[src/rtl/seq_restoring_divider_if.sv]
// Handshake and operand/result bundle for the sequential restoring divider.
// The requester (master) drives start and the operands; the divider (slave)
// returns status and results.
interface seq_restoring_divider_if #(
    parameter int WIDTH = 8
);
    logic             start;
    logic [WIDTH-1:0] dividend;
    logic [WIDTH-1:0] divisor;
    logic             busy;
    logic             done;
    logic [WIDTH-1:0] quotient;
    logic [WIDTH-1:0] remainder;
    logic             div_by_zero;

    modport master (
        output start, dividend, divisor,
        input  busy, done, quotient, remainder, div_by_zero
    );

    modport slave (
        input  start, dividend, divisor,
        output busy, done, quotient, remainder, div_by_zero
    );
endinterface

[src/rtl/seq_restoring_divider.sv]
// Sequential unsigned restoring divider: one quotient bit per clock.
// Operands are latched when start is accepted (IDLE or DONE); results load on
// entry to DONE and are held until the next completion. A zero divisor skips
// the iteration and completes in one cycle with the div_by_zero flag set.
module seq_restoring_divider #(
    parameter int WIDTH = 8
) (
    input  logic                    clk,
    input  logic                    rst_n,
    seq_restoring_divider_if.slave  bus
);
    localparam int CW = (WIDTH > 2) ? $clog2(WIDTH) : 1;

    typedef enum logic [1:0] {IDLE, RUN, DONE} state_t;

    state_t           r_state;
    state_t           w_next;
    logic [CW-1:0]    r_count;
    // Partial remainder is always < divisor after each step, so its top bit
    // (the WIDTH+1'th) is always zero between cycles and is not stored.
    logic [WIDTH-1:0] r_p;
    logic [WIDTH-1:0] r_q;
    logic [WIDTH-1:0] r_d;
    logic [WIDTH-1:0] r_quot;
    logic [WIDTH-1:0] r_rem;
    logic             r_dbz;

    logic             w_accept;
    logic             w_last;
    logic [WIDTH:0]   w_pshift;
    logic [WIDTH:0]   w_t;
    logic [WIDTH-1:0] w_pnext;
    logic [WIDTH-1:0] w_qnext;

    assign w_accept = bus.start && (r_state != RUN);
    assign w_last   = (r_count == CW'(WIDTH - 1));

    // One restoring step: shift in the next dividend bit, trial-subtract,
    // keep the difference only if it did not go negative.
    assign w_pshift = {r_p, r_q[WIDTH-1]};
    assign w_t      = w_pshift - {1'b0, r_d};
    assign w_pnext  = w_t[WIDTH] ? w_pshift[WIDTH-1:0] : w_t[WIDTH-1:0];
    assign w_qnext  = {r_q[WIDTH-2:0], ~w_t[WIDTH]};

    // State register.
    always_ff @(posedge clk or negedge rst_n) begin
        if (!rst_n) r_state <= IDLE;
        else        r_state <= w_next;
    end

    // Next-state logic; DONE behaves like IDLE for acceptance (back-to-back).
    always_comb begin
        w_next = r_state;
        case (r_state)
            IDLE, DONE: begin
                if (w_accept) w_next = (bus.divisor == '0) ? DONE : RUN;
                else          w_next = IDLE;
            end
            RUN:     if (w_last) w_next = DONE;
            default: w_next = IDLE;
        endcase
    end

    // Operand capture, iteration datapath and result registers.
    always_ff @(posedge clk or negedge rst_n) begin
        if (!rst_n) begin
            r_count <= '0;
            r_p     <= '0;
            r_q     <= '0;
            r_d     <= '0;
            r_quot  <= '0;
            r_rem   <= '0;
            r_dbz   <= 1'b0;
        end else if (w_accept) begin
            r_count <= '0;
            r_p     <= '0;
            r_q     <= bus.dividend;
            r_d     <= bus.divisor;
            if (bus.divisor == '0) begin
                r_quot <= '1;
                r_rem  <= bus.dividend;
                r_dbz  <= 1'b1;
            end
        end else if (r_state == RUN) begin
            r_count <= r_count + 1'b1;
            r_p     <= w_pnext;
            r_q     <= w_qnext;
            if (w_last) begin
                r_quot <= w_qnext;
                r_rem  <= w_pnext;
                r_dbz  <= 1'b0;
            end
        end
    end

    assign bus.busy        = (r_state == RUN);
    assign bus.done        = (r_state == DONE);
    assign bus.quotient    = r_quot;
    assign bus.remainder   = r_rem;
    assign bus.div_by_zero = r_dbz;
endmodule
[src/flat_wrapper.sv]
// flat-port wrapper written by rule: the top's interface ports become plain ports
module seq_restoring_divider_flat 
#(
    parameter int WIDTH = 8
)
  (clk, rst_n, bus_start, bus_dividend, bus_divisor, bus_busy, bus_done, bus_quotient, bus_remainder, bus_div_by_zero);
  seq_restoring_divider_if #(.WIDTH(WIDTH)) bus_i ();
  input  logic clk;
  input  logic rst_n;
  input wire logic [$bits(bus_i.start)-1:0] bus_start;
  input wire logic [$bits(bus_i.dividend)-1:0] bus_dividend;
  input wire logic [$bits(bus_i.divisor)-1:0] bus_divisor;
  output wire logic [$bits(bus_i.busy)-1:0] bus_busy;
  output wire logic [$bits(bus_i.done)-1:0] bus_done;
  output wire logic [$bits(bus_i.quotient)-1:0] bus_quotient;
  output wire logic [$bits(bus_i.remainder)-1:0] bus_remainder;
  output wire logic [$bits(bus_i.div_by_zero)-1:0] bus_div_by_zero;
  assign bus_i.start = bus_start;
  assign bus_i.dividend = bus_dividend;
  assign bus_i.divisor = bus_divisor;
  assign bus_busy = bus_i.busy;
  assign bus_done = bus_i.done;
  assign bus_quotient = bus_i.quotient;
  assign bus_remainder = bus_i.remainder;
  assign bus_div_by_zero = bus_i.div_by_zero;
  seq_restoring_divider #(.WIDTH(WIDTH)) u_core (.clk(clk), .rst_n(rst_n), .bus(bus_i));
endmodule
[config.mk]
export PLATFORM = sky130hd
export DESIGN_NAME = seq_restoring_divider_flat
export DESIGN_NICKNAME = d
export VERILOG_FILES = /design/src/rtl/seq_restoring_divider_if.sv /design/src/rtl/seq_restoring_divider.sv /design/src/flat_wrapper.sv
export SDC_FILE = /design/constraint.sdc
export NUM_CORES = 1
export LEC_CHECK = 0
export CAP_MARGIN = 25
export CORE_MARGIN = 2
export CORE_UTILIZATION = 40
export CTS_CLUSTER_SIZE = 30
export DETAILED_ROUTE_END_ITERATION = 12
export PLACE_DENSITY = 0.69
export RECOVER_POWER = 25
export SYNTH_ARGS = -nofsm -noshare
export SYNTH_HDL_FRONTEND = slang
export SYNTH_SLANG_ARGS = --single-unit
[constraint.sdc]
create_clock -name clk -period 7.6 [get_ports clk]
set_clock_uncertainty 0.1 [all_clocks]
set_input_delay 1.52 -clock clk [delete_from_list [all_inputs] [get_ports clk]]
set_output_delay 1.52 -clock clk [all_outputs]
set_load 0.05 [all_outputs]
==> results.py <==
metrics = {
    "worst_setup_path": {
        "r2r_start": "u_core.r_state[0]$_DFFE_PN0P_",
        "cp-end-kind": "output pin",
        "crit_start": "u_core.r_state[1]$_DFFE_PN0P_",
        "endpoint": "bus_busy",
        "r2r_setup_slack_ns": 4.60,
        "worstPathRequired_ns": 5.98,
        "r2r_end": "u_core.bus.remainder[7]$_DFFE_PN0P_",
        "critPathMaxFanout": 23,
        "worstPathArrival_ns": 2.25,
        "crit_type": "reg -> out",
        "reg2reg_depth": 7,
        "start_kind": "flop",
    },
    "power": {
        "power_density_nw_per_um2": 492.0,
        "power_leakage_nw": 1.312,
        "ir_drop_mv": 0.2193,
    },
    "timing": {
        "setup_ws_ns": 3.728,
        "setup_viol_count_final": 0,
        "setup_tns_ns": 0,
        "final_hold_viol_count": 0,
        "rsz0062_at_grt": "false",
        "tightest_slew_ns": 2.119,
        "slew_headroom_pct": -41.28,
        "fin_worst_hold_slack_ns": 0.3908,
        "slew_viol_final": 41,
        "max_freq_mhz": 258.3,
        "post-route-min-period_ns": 3.872,
        "fin_crit_sh_pct": 50.94,
    },
    "clocking": {
        "cts_buffers": 5,
        "ctsLongestPathBuffers": 2,
        "post_cts_resized": 0,
        "clk_root_buffer_cell": "clkbuf_8",
        "clock-sinks": 46,
        "cts_hold_buffers": 0,
        "htree_levels": 2,
        "post_cts_buffers": 0,
        "cts_tree": "done",
        "clk_pin_slew_ns": 0.11,
        "clk_latency_ns": 0.32,
    },
    "layout": {
        "n_antenna_cell": 0,
        "syn2layout_area_growth_pct": 20.64,
        "fin_nets": 328,
        "seqCellArea_um2": 1151,
        "final_cell_mix": "dfrtp_1, nand2_1, o21ai_0",
        "fillers": 551,
        "multi_input_area_um2": 1244,
        "drive_gt1_share_pct": 5.017,
        "finalNonFillerCells": 374,
        "layout.cells.most_common": "dfrtp_1",
        "fin_area_um2": 3013,
    },
    "yosys": {
        "synth_edf_count": 0,
        "synth_nets": 294,
        "ys_ff_latch": 46,
        "yosys_warnings": 0,
        "yosysTopAreaCell": "dfrtp_1",
        "ys.flop_type": "dfrtp_1",
        "ys_types": 44,
        "yosys.area.top_type_share_pct": 46.09,
        "synth-async-reset-ratio_pct": 100.0,
        "ys_seq_area_share_pct": 46.09,
        "synth_cells": 264,
        "synth_area_um2": 2497,
        "synth.avg_cell_area_um2": 9.460,
        "synth_area_leaders": "dfrtp_1, o21ai_0, nand2_1, mux2i_1, ha_1",
    },
    "run_status": {
        "violations": "capacitance limit, slew limit",
        "status": "complete, but fails checks",
    },
    "global_route": {
        "antenna_found_initial": 0,
        "grt_pass1_vias": 2000,
        "track_usage_pct": 17.74,
        "grt_max_degree": 47,
        "grt_pass1_wl_um": 9977,
        "overflow": 0,
    },
    "route": {
        "routed_wl_um": 5800,
        "drc": 0,
        "drt-pass1-iter-count": 7,
        "vias_per_cell": 5.396,
        "drtIter0Drc": 96,
        "wl_per_cell_um": 15.51,
        "ant_nets": 0,
        "dr_total_vias": 2018,
    },
    "run": {
        "cap_violations": 1,
    },
    "placed_design": {
        "placed_cell_area_um2": 2918,
        "place_hpwl_um": 4189,
        "io_buffers": 37,
        "pre_cts_ws_ns": 3.450,
        "gp_congestion": 0.8354,
        "placed_cells": 365,
    },
    "floorplan": {
        "die-area_um2": 6891,
        "coreArea_um2": 5991,
        "start_util_pct": 41.69,
        "num_io_pins": 38,
        "die_h_um": 83.02,
        "die_w_um": 83.02,
        "row_count": 28,
    },
    "worst_hold_path": {
        "hold_path_depth": 2,
        "holdCritPathClass": "reg -> reg",
    },
}
## stage by stage
stage / util, % / power [mW]
final: 50.29 / 1.482
after global routing: 50.29 / 1.610
after CTS: 50.25 / 1.489
after detailed placement: 48.71 / 1.325
after global placement: 48.71 / 1.306
after floorplan: - / 1.082
## cells by family after synthesis
| group | after synthesis | share of synthesized area (%) |
|---|---|---|
| xor+xnor | 5 | 1.753 |
| mux | 14 | 5.661 |
| fa+ha+maj | 11 | 5.812 |
| compound gates | 78 | 19.44 |
| flops | 46 | 46.09 |
| simple gates | 84 | 17.13 |
| buf+inv | 26 | 4.108 |
## flip-flops by register name, indices dropped and copies added, names as in the netlist
name,cells
u_core.r_q,8
u_core.bus.remainder,8
u_core.r_d,8
u_core.r_p,8
u_core.r_state,2
u_core.bus.div_by_zero,1
u_core.r_count,3
u_core.bus.quotient,8
## worst min path at each step
| stage | from | endpoint | slack [ns] |
|---|---|---|---|
| after floorplan | u_core.r_d[0]$_DFFE_PN0P_ | u_core.r_d[0]$_DFFE_PN0P_ | 0.35 |
| after global placement | u_core.bus.quotient[2]$_DFFE_PN0P_ | u_core.bus.quotient[2]$_DFFE_PN0P_ | 0.37 |
| after detailed placement | u_core.r_d[0]$_DFFE_PN0P_ | u_core.r_d[0]$_DFFE_PN0P_ | 0.37 |
| after CTS | u_core.bus.quotient[2]$_DFFE_PN0P_ | u_core.bus.quotient[2]$_DFFE_PN0P_ | 0.40 |
| after global routing | u_core.bus.div_by_zero$_DFFE_PN0P_ | u_core.bus.div_by_zero$_DFFE_PN0P_ | 0.41 |
| final | u_core.bus.quotient[3]$_DFFE_PN0P_ | u_core.bus.quotient[3]$_DFFE_PN0P_ | 0.39 |
## final cells by class
type | count | area share, %
clock buffer | 5 | 2.284
clock inverter | 3 | 0.7890
inverter | 13 | 1.620
multi-input combinational | 192 | 41.28
sequential | 46 | 38.21
tap | 75 | 3.115
timing repair buffer | 40 | 12.71
## power breakdown
group / leakage [nW] / internal (mW) / switching (mW) / total, mW
Sequential: 0.548 / 0.356 / 0.0735 / 0.429
Combinational: 0.723 / 0.336 / 0.556 / 0.892
Clock: 0.0408 / 0.0660 / 0.0948 / 0.161
## critical path, cell delays in order, from the launching register on
cell and delay (ns):
dfrtp_1 0.37, nand2b_1 0.49, inv_1 0.24, clkdlybuf4s50_1 0.83
## cell usage after synthesis, types with 2 or more instances
library cell / n
a211oi_1: 2
a2111o_1: 2
clkbuf_1: 8
and2_1: 3
o221ai_1: 6
mux2i_1: 13
a21oi_1: 10
nand2_1: 43
xor2_1: 4
o21ai_0: 38
ha_1: 10
nand3b_1: 10
nor3b_1: 4
dfrtp_1: 46
inv_1: 13
nor2_1: 12
o21ai_1: 3
o31ai_1: 3
buf_2: 3
nor2b_1: 3
nand2b_1: 4
o211ai_1: 2
## metal layers
metal | track usage (%) | wire (um)
met5 | 0 | 0
met4 | 3.130 | 48
met3 | 3.877 | 195
met2 | 28.08 | 2685
met1 | 25.33 | 2871
(Power assumes the default switching activity.)
